==> config.mk <==
export PLATFORM = sky130hd
export DESIGN_NAME = fg_prog_sequencer
export DESIGN_NICKNAME = d
export VERILOG_FILES = /design/src/rtl/fg_prog_sequencer.sv
export SDC_FILE = /design/constraint.sdc
export NUM_CORES = 1
export LEC_CHECK = 0
export ABC_CLOCK_PERIOD_IN_PS = 3500
export BUFFER_PORTS_ARGS = -buffer_cell sky130_fd_sc_hd__buf_2
export CORE_MARGIN = 2
export CORE_UTILIZATION = 50
export CTS_CLUSTER_SIZE = 16
export DETAILED_ROUTE_END_ITERATION = 12
export PLACE_DENSITY_LB_ADDON = 0.12
export SLEW_MARGIN = 20
export SYNTH_ARGS = -nofsm -noshare
export SYNTH_HDL_FRONTEND = slang
export SYNTH_SLANG_ARGS = --single-unit
==> constraint.sdc <==
create_clock -name clk -period 3.5 [get_ports clk]
set_input_delay 0.175 -clock clk [delete_from_list [all_inputs] [get_ports clk]]
set_output_delay 0.175 -clock clk [all_outputs]
set_load 0.005 [all_outputs]
==> src/rtl/fg_prog_sequencer.sv <==
// Floating-gate programming sequencer: selects one island cell and drives
// timed injection/tunnelling pulse trains through the programming mux.
//
// Ports:
//   clk, rst_n            - rising-edge clock, async active-low reset
//   cmd_valid/cmd_ready   - command handshake (ready only when idle)
//   cmd_row, cmd_col      - target cell address
//   cmd_mode              - 0 = injection (vinj_pulse), 1 = tunnelling
//   cmd_npulse            - pulse count, 0 = select/deselect only
//   cmd_width, cmd_gap    - pulse high/low time in cycles (width 0 -> 1)
//   vdec_addr, hdec_addr  - vertical/horizontal decoder addresses
//   prog_sel, drain_sel   - route prog switch and drain to the cell
//   vinj_pulse, tun_pulse - registered high-voltage pulse enables
//   busy, done, err       - status; done and err are 1-cycle pulses
module fg_prog_sequencer #(
    parameter int NUM_ROWS = 50,
    parameter int NUM_COLS = 4,
    parameter int ROW_W    = 6,
    parameter int COL_W    = 2,
    parameter int SETTLE   = 8
) (
    input  logic             clk,
    input  logic             rst_n,
    input  logic             cmd_valid,
    output logic             cmd_ready,
    input  logic [ROW_W-1:0] cmd_row,
    input  logic [COL_W-1:0] cmd_col,
    input  logic             cmd_mode,
    input  logic [7:0]       cmd_npulse,
    input  logic [15:0]      cmd_width,
    input  logic [15:0]      cmd_gap,
    output logic [ROW_W-1:0] vdec_addr,
    output logic [COL_W-1:0] hdec_addr,
    output logic             prog_sel,
    output logic             drain_sel,
    output logic             vinj_pulse,
    output logic             tun_pulse,
    output logic             busy,
    output logic             done,
    output logic             err
);

    typedef enum logic [2:0] {
        S_IDLE,
        S_SETUP,
        S_PULSE,
        S_GAP,
        S_RELEASE,
        S_DONE
    } state_e;

    // Timers count down to 0, so a phase of N cycles loads N-1.
    localparam logic [15:0] SETTLE_M1 =
        (SETTLE > 1) ? 16'(SETTLE - 1) : 16'd0;
    localparam logic [31:0] ROWS_L = 32'(NUM_ROWS);
    localparam logic [31:0] COLS_L = 32'(NUM_COLS);

    state_e           state_q, state_d;
    logic [15:0]      timer_q, timer_d;
    logic [7:0]       pcnt_q, pcnt_d;
    logic             mode_q, mode_d;
    logic [15:0]      width_q, width_d;
    logic [15:0]      gap_q, gap_d;
    logic [ROW_W-1:0] vdec_q, vdec_d;
    logic [COL_W-1:0] hdec_q, hdec_d;
    logic             prog_q, prog_d;
    logic             drain_q, drain_d;
    logic             vinj_q, vinj_d;
    logic             tun_q, tun_d;
    logic             busy_q, busy_d;
    logic             done_q, done_d;
    logic             err_q, err_d;
    logic             ready_q, ready_d;

    logic             accept;
    logic             cmd_bad;
    logic             in_cell;
    logic [15:0]      width_m1;

    always_comb begin
        state_d  = state_q;
        timer_d  = timer_q;
        pcnt_d   = pcnt_q;
        mode_d   = mode_q;
        width_d  = width_q;
        gap_d    = gap_q;
        vdec_d   = vdec_q;
        hdec_d   = hdec_q;
        err_d    = 1'b0;

        accept   = cmd_valid && (state_q == S_IDLE);
        cmd_bad  = (32'(cmd_row) >= ROWS_L) ||
                   (32'(cmd_col) >= COLS_L);
        width_m1 = (width_q == 16'd0) ? 16'd0 : width_q - 16'd1;

        unique case (state_q)
            S_IDLE: begin
                if (accept) begin
                    if (cmd_bad) begin
                        err_d = 1'b1;
                    end else begin
                        vdec_d  = cmd_row;
                        hdec_d  = cmd_col;
                        mode_d  = cmd_mode;
                        pcnt_d  = cmd_npulse;
                        width_d = cmd_width;
                        gap_d   = cmd_gap;
                        timer_d = SETTLE_M1;
                        state_d = S_SETUP;
                    end
                end
            end
            S_SETUP: begin
                if (timer_q == 16'd0) begin
                    if (pcnt_q == 8'd0) begin
                        timer_d = SETTLE_M1;
                        state_d = S_RELEASE;
                    end else begin
                        timer_d = width_m1;
                        state_d = S_PULSE;
                    end
                end else begin
                    timer_d = timer_q - 16'd1;
                end
            end
            S_PULSE: begin
                if (timer_q == 16'd0) begin
                    pcnt_d = pcnt_q - 8'd1;
                    if (pcnt_q == 8'd1) begin
                        timer_d = SETTLE_M1;
                        state_d = S_RELEASE;
                    end else if (gap_q == 16'd0) begin
                        // Back-to-back pulse: stay high, reload width.
                        timer_d = width_m1;
                        state_d = S_PULSE;
                    end else begin
                        timer_d = gap_q - 16'd1;
                        state_d = S_GAP;
                    end
                end else begin
                    timer_d = timer_q - 16'd1;
                end
            end
            S_GAP: begin
                if (timer_q == 16'd0) begin
                    timer_d = width_m1;
                    state_d = S_PULSE;
                end else begin
                    timer_d = timer_q - 16'd1;
                end
            end
            S_RELEASE: begin
                if (timer_q == 16'd0) begin
                    state_d = S_DONE;
                end else begin
                    timer_d = timer_q - 16'd1;
                end
            end
            S_DONE: begin
                state_d = S_IDLE;
            end
            default: begin
                state_d = S_IDLE;
            end
        endcase

        // Outputs are decoded from the next state so they are registered
        // and line up with the state they describe.
        in_cell = (state_d == S_SETUP) || (state_d == S_PULSE) ||
                  (state_d == S_GAP)   || (state_d == S_RELEASE);
        prog_d  = in_cell;
        drain_d = in_cell;
        vinj_d  = (state_d == S_PULSE) && !mode_d;
        tun_d   = (state_d == S_PULSE) && mode_d;
        busy_d  = (state_d != S_IDLE);
        done_d  = (state_d == S_DONE);
        ready_d = (state_d == S_IDLE);
    end

    always_ff @(posedge clk or negedge rst_n) begin
        if (!rst_n) begin
            state_q <= S_IDLE;
            timer_q <= 16'd0;
            pcnt_q  <= 8'd0;
            mode_q  <= 1'b0;
            width_q <= 16'd0;
            gap_q   <= 16'd0;
            vdec_q  <= '0;
            hdec_q  <= '0;
            prog_q  <= 1'b0;
            drain_q <= 1'b0;
            vinj_q  <= 1'b0;
            tun_q   <= 1'b0;
            busy_q  <= 1'b0;
            done_q  <= 1'b0;
            err_q   <= 1'b0;
            // Ready out of reset so the first edge can accept a command.
            ready_q <= 1'b1;
        end else begin
            state_q <= state_d;
            timer_q <= timer_d;
            pcnt_q  <= pcnt_d;
            mode_q  <= mode_d;
            width_q <= width_d;
            gap_q   <= gap_d;
            vdec_q  <= vdec_d;
            hdec_q  <= hdec_d;
            prog_q  <= prog_d;
            drain_q <= drain_d;
            vinj_q  <= vinj_d;
            tun_q   <= tun_d;
            busy_q  <= busy_d;
            done_q  <= done_d;
            err_q   <= err_d;
            ready_q <= ready_d;
        end
    end

    assign cmd_ready  = ready_q;
    assign vdec_addr  = vdec_q;
    assign hdec_addr  = hdec_q;
    assign prog_sel   = prog_q;
    assign drain_sel  = drain_q;
    assign vinj_pulse = vinj_q;
    assign tun_pulse  = tun_q;
    assign busy       = busy_q;
    assign done       = done_q;
    assign err        = err_q;

endmodule

==> metrics.txt <==
area of the core between 9000 and 10,000 um^2; final worst-path cycle share between 80% and 90%; clk slew on worst S/H paths 0.09 ns; Diodes inserted 0; TritonCTS clock tree done; crit-path max FO 17; DRC 0; most common flop cell mapped by yosys dfrtp_1; Starting Density between 50% and 60%; RSZ-0062 raised after global routing false; routed wire length 11,920 um; footprint of the multi-input gates 2566 um^2; Post-CTS Resized 0; CP Data Required Time 3.74 ns; sequential fraction of the synthesis area 40.55%; GRT overflow 0; Post-Synth Simple-Gate Area 30.61%; dpl cell area 5045 um^2; DRT antenna net count 0; number of port buffers 67; post-synthesis compound-gate area fraction 14.02%; hold buffers post-CTS 18; Peak VDD IR 0.2221 mV; IO Pins approximately 70; synthesized area 4632 um^2; XOR/XNOR Fraction of Synth Area 6.429%; first-pass GRT wire length roughly 20,000 um; Clock Path Buffers 2; share of post-route cells with drive strength above 1 18.14%; clock latency at the later pin of the worst-skew pair 0.37 ns; Final nets 690; Initial DRC Count between 200 and 300; Cell variety after synth 65; synthesis-to-layout area growth 17.18%; Met3 Wirelength 565 um; FF-to-FF Start pcnt_q[0]; Post-synth EDFFs 0; Post-Synthesis Net Count between 600 and 700; Synth Warn # 0; largest cells by area after synthesis dfrtp_1, nand2_1, xnor2_1; Avg Cell Area, Syn 8.422 um^2; Crit. Startpoint pcnt_q[0]; Wirelength per Cell 16.00 um; endpoint class of the critical path register; height of the die 100.3 um; final hold violations 0; leading area contributor after synthesis dfrtp_1; Detailed Place HPWL 8727 um; vias in the first global route about 4,000; TritonRoute pass-1 iters 5; HP Start cmd_width[15]; main combinational cell family by area after synthesis simple AND/OR/NAND/NOR gates; Clock Sinks 75; postcts setup bufs 0; Adder-Cell Fraction of Synth Area 2.431%; max cap viols 0; Total GRT Usage 24.80%; Total Neg Setup Slack 0 ns; initial antenna violation count 0; Tmin final 3.055 ns; Reg area roughly 1900 um^2; Synth Register Bits 75; area fraction of the dominant cell type after synthesis 39.98%; Placer Congestion a little over 1; Max H-tree Level 3; outcome finished clean; fill cell count 848; crit start category register; die span in x 100.3 um; Vias 4,199; r2r setup slk 0.45 ns; critical path arrival 3.29 ns; site row count 35; largest net degree at the start of global routing between 70 and 80; pwr/cell area 299.4 nW/um^2; Max Clock Skew 0.01625 ns; Top Metal Used met4; Gate Count Post-Synth 550; slew at the pin closest to its max-slew limit 0.9446 ns; total die area 10,050 um^2; relative slew slack a little under two fifths; final slew viol count 0; FFs w/ async S/R, synth between 90% and 100%; Inserted Clock Buffers 9; Hold WC Path Type in2reg; mux share of post-synthesis cell area under 10%; CP Class reg2reg; Highest Clock Rate 327.4 MHz; design area 5428 um^2; vias per cell between 5 and 6; WL met2 about 5300 um; Final setup viols 0; met1 wire length 5820 um; clk root buf clkbuf_8; Leakage between 2 and 3 nW
==> Yosys cell counts, types with 3 or more instances <==
cell type and instances:
nor3_1 17, or4_1 6, ha_1 9, or3_1 10, clkbuf_1 17, a21oi_1 12
o22ai_1 3, xor2_1 13, nor2b_1 5, o211ai_1 4, a211oi_1 6, nor2_1 33
inv_1 18, mux2_2 7, o21ai_0 26, xnor2_1 21, and3_1 9, dfrtp_1 74
nor4_1 8, buf_6 3, nand2b_1 5, nor3b_1 4, buf_1 3, nand4_1 6
a22oi_1 9, or4_4 3, a31oi_1 4, nand2_1 147, o21bai_1 3, o32ai_1 5
nand3_1 13
==> cells by family (layout without fill, tap and decap cells) <==
kind of cell               after synthesis  count (layout)
DFF                                     75              75
muxes                                    8               8
and+or+nand+nor                        286             286
buffers and inverters                   43             127
adders and majority gates                9               9
xor gates and xnor gates                34              34
AOI/OAI and AO/OA                       95              95
==> worst paths after layout <==
check / endpoint / depth (start not counted)
max: timer_q[2] / 10
min: width_q[15] / 3
max reg2reg: timer_q[2] / 10
min reg2reg: vdec_addr[0] / 2
max in group asynchronous: tun_pulse / 2
min in group asynchronous: timer_q[8] / 2
==> registers in the layout, indices dropped and copies added, names as in the netlist <==
| name | flops |
|---|---|
| busy | 1 |
| cmd_ready | 1 |
| done | 1 |
| drain_sel | 1 |
| err | 1 |
| gap_q | 16 |
| hdec_addr | 2 |
| mode_q | 1 |
| pcnt_q | 8 |
| state_q | 3 |
| timer_q | 16 |
| tun_pulse | 1 |
| vdec_addr | 6 |
| vinj_pulse | 1 |
| width_q | 16 |
==> metal layers <==
layer,vias up,GRT usage [%]
met3,24,3.273
met2,127,37.02
li1,2083,-
met5,-,0
met1,1965,36.97
met4,0,8.641
==> critical path, stage by stage (launching register included) <==
cell and delay (ns):
dfrtp_1 0.42, inv_1 0.08, ha_1 0.19, or4b_1 0.19, nor3_2 0.06, a22o_1 0.26
a21boi_0 0.59, inv_1 0.26, a31o_2 0.31, and2_4 0.22, o32a_1 0.36
==> power by group <==
group	internal [mW]	switching (mW)
Combinational	0.0369	0.0305
Clock	0.353	0.337
Sequential	0.867	0.00122
==> placed cells by master, fill, tap and decap left out, drive strengths merged, types with 3 or more instances in the layout <==
| cell | count |
|---|---|
| nor2 | 34 |
| clkinv | 3 |
| or3 | 10 |
| dfrtp | 74 |
| nand2 | 147 |
| and3 | 9 |
| and2 | 3 |
| or4 | 9 |
| nand4 | 6 |
| dlygate4sd3 | 18 |
| xnor2 | 21 |
| nor3b | 4 |
| nor2b | 5 |
| xor2 | 13 |
| inv | 20 |
| o22ai | 3 |
| a211oi | 7 |
| a21oi | 12 |
| buf | 74 |
| o32ai | 5 |
| o21ai | 26 |
| clkbuf | 11 |
| mux2 | 7 |
| a31oi | 4 |
| a22oi | 9 |
| nand2b | 5 |
| nor3 | 19 |
| nor4 | 12 |
| nand3 | 13 |
| o21bai | 3 |
| ha | 9 |
| o211ai | 4 |
==> layout make-up <==
cell class | count | area share [%]
multi-input combinational | 432 | 47.28
sequential | 75 | 34.60
timing repair buffer | 92 | 10.51
clock buffer | 11 | 2.605
tap | 111 | 2.559
inverter | 19 | 1.314
clock inverter | 5 | 1.130
==> stage by stage <==
stage | instances | worst slack, ns | utilization (%) | hold slack (ns) | power [mW]
2_1_floorplan | 550 | 0.7336 | - | -0.1206 | 0.8909
3_3_place_gp | 711 | 0.6485 | 55.38 | 0.3635 | 0.9364
4_1_cts | 745 | 0.5021 | 59.59 | 0.0005694 | 1.638
6_report | 745 | 0.4455 | 59.59 | 0.006333 | 1.625
5_1_grt | 745 | 0.2503 | 59.59 | 0.001517 | 1.678
3_5_place_dp | 711 | 0.5365 | 55.38 | 0.3673 | 0.9374
Note: power is estimated with default switching activity, not from simulation.
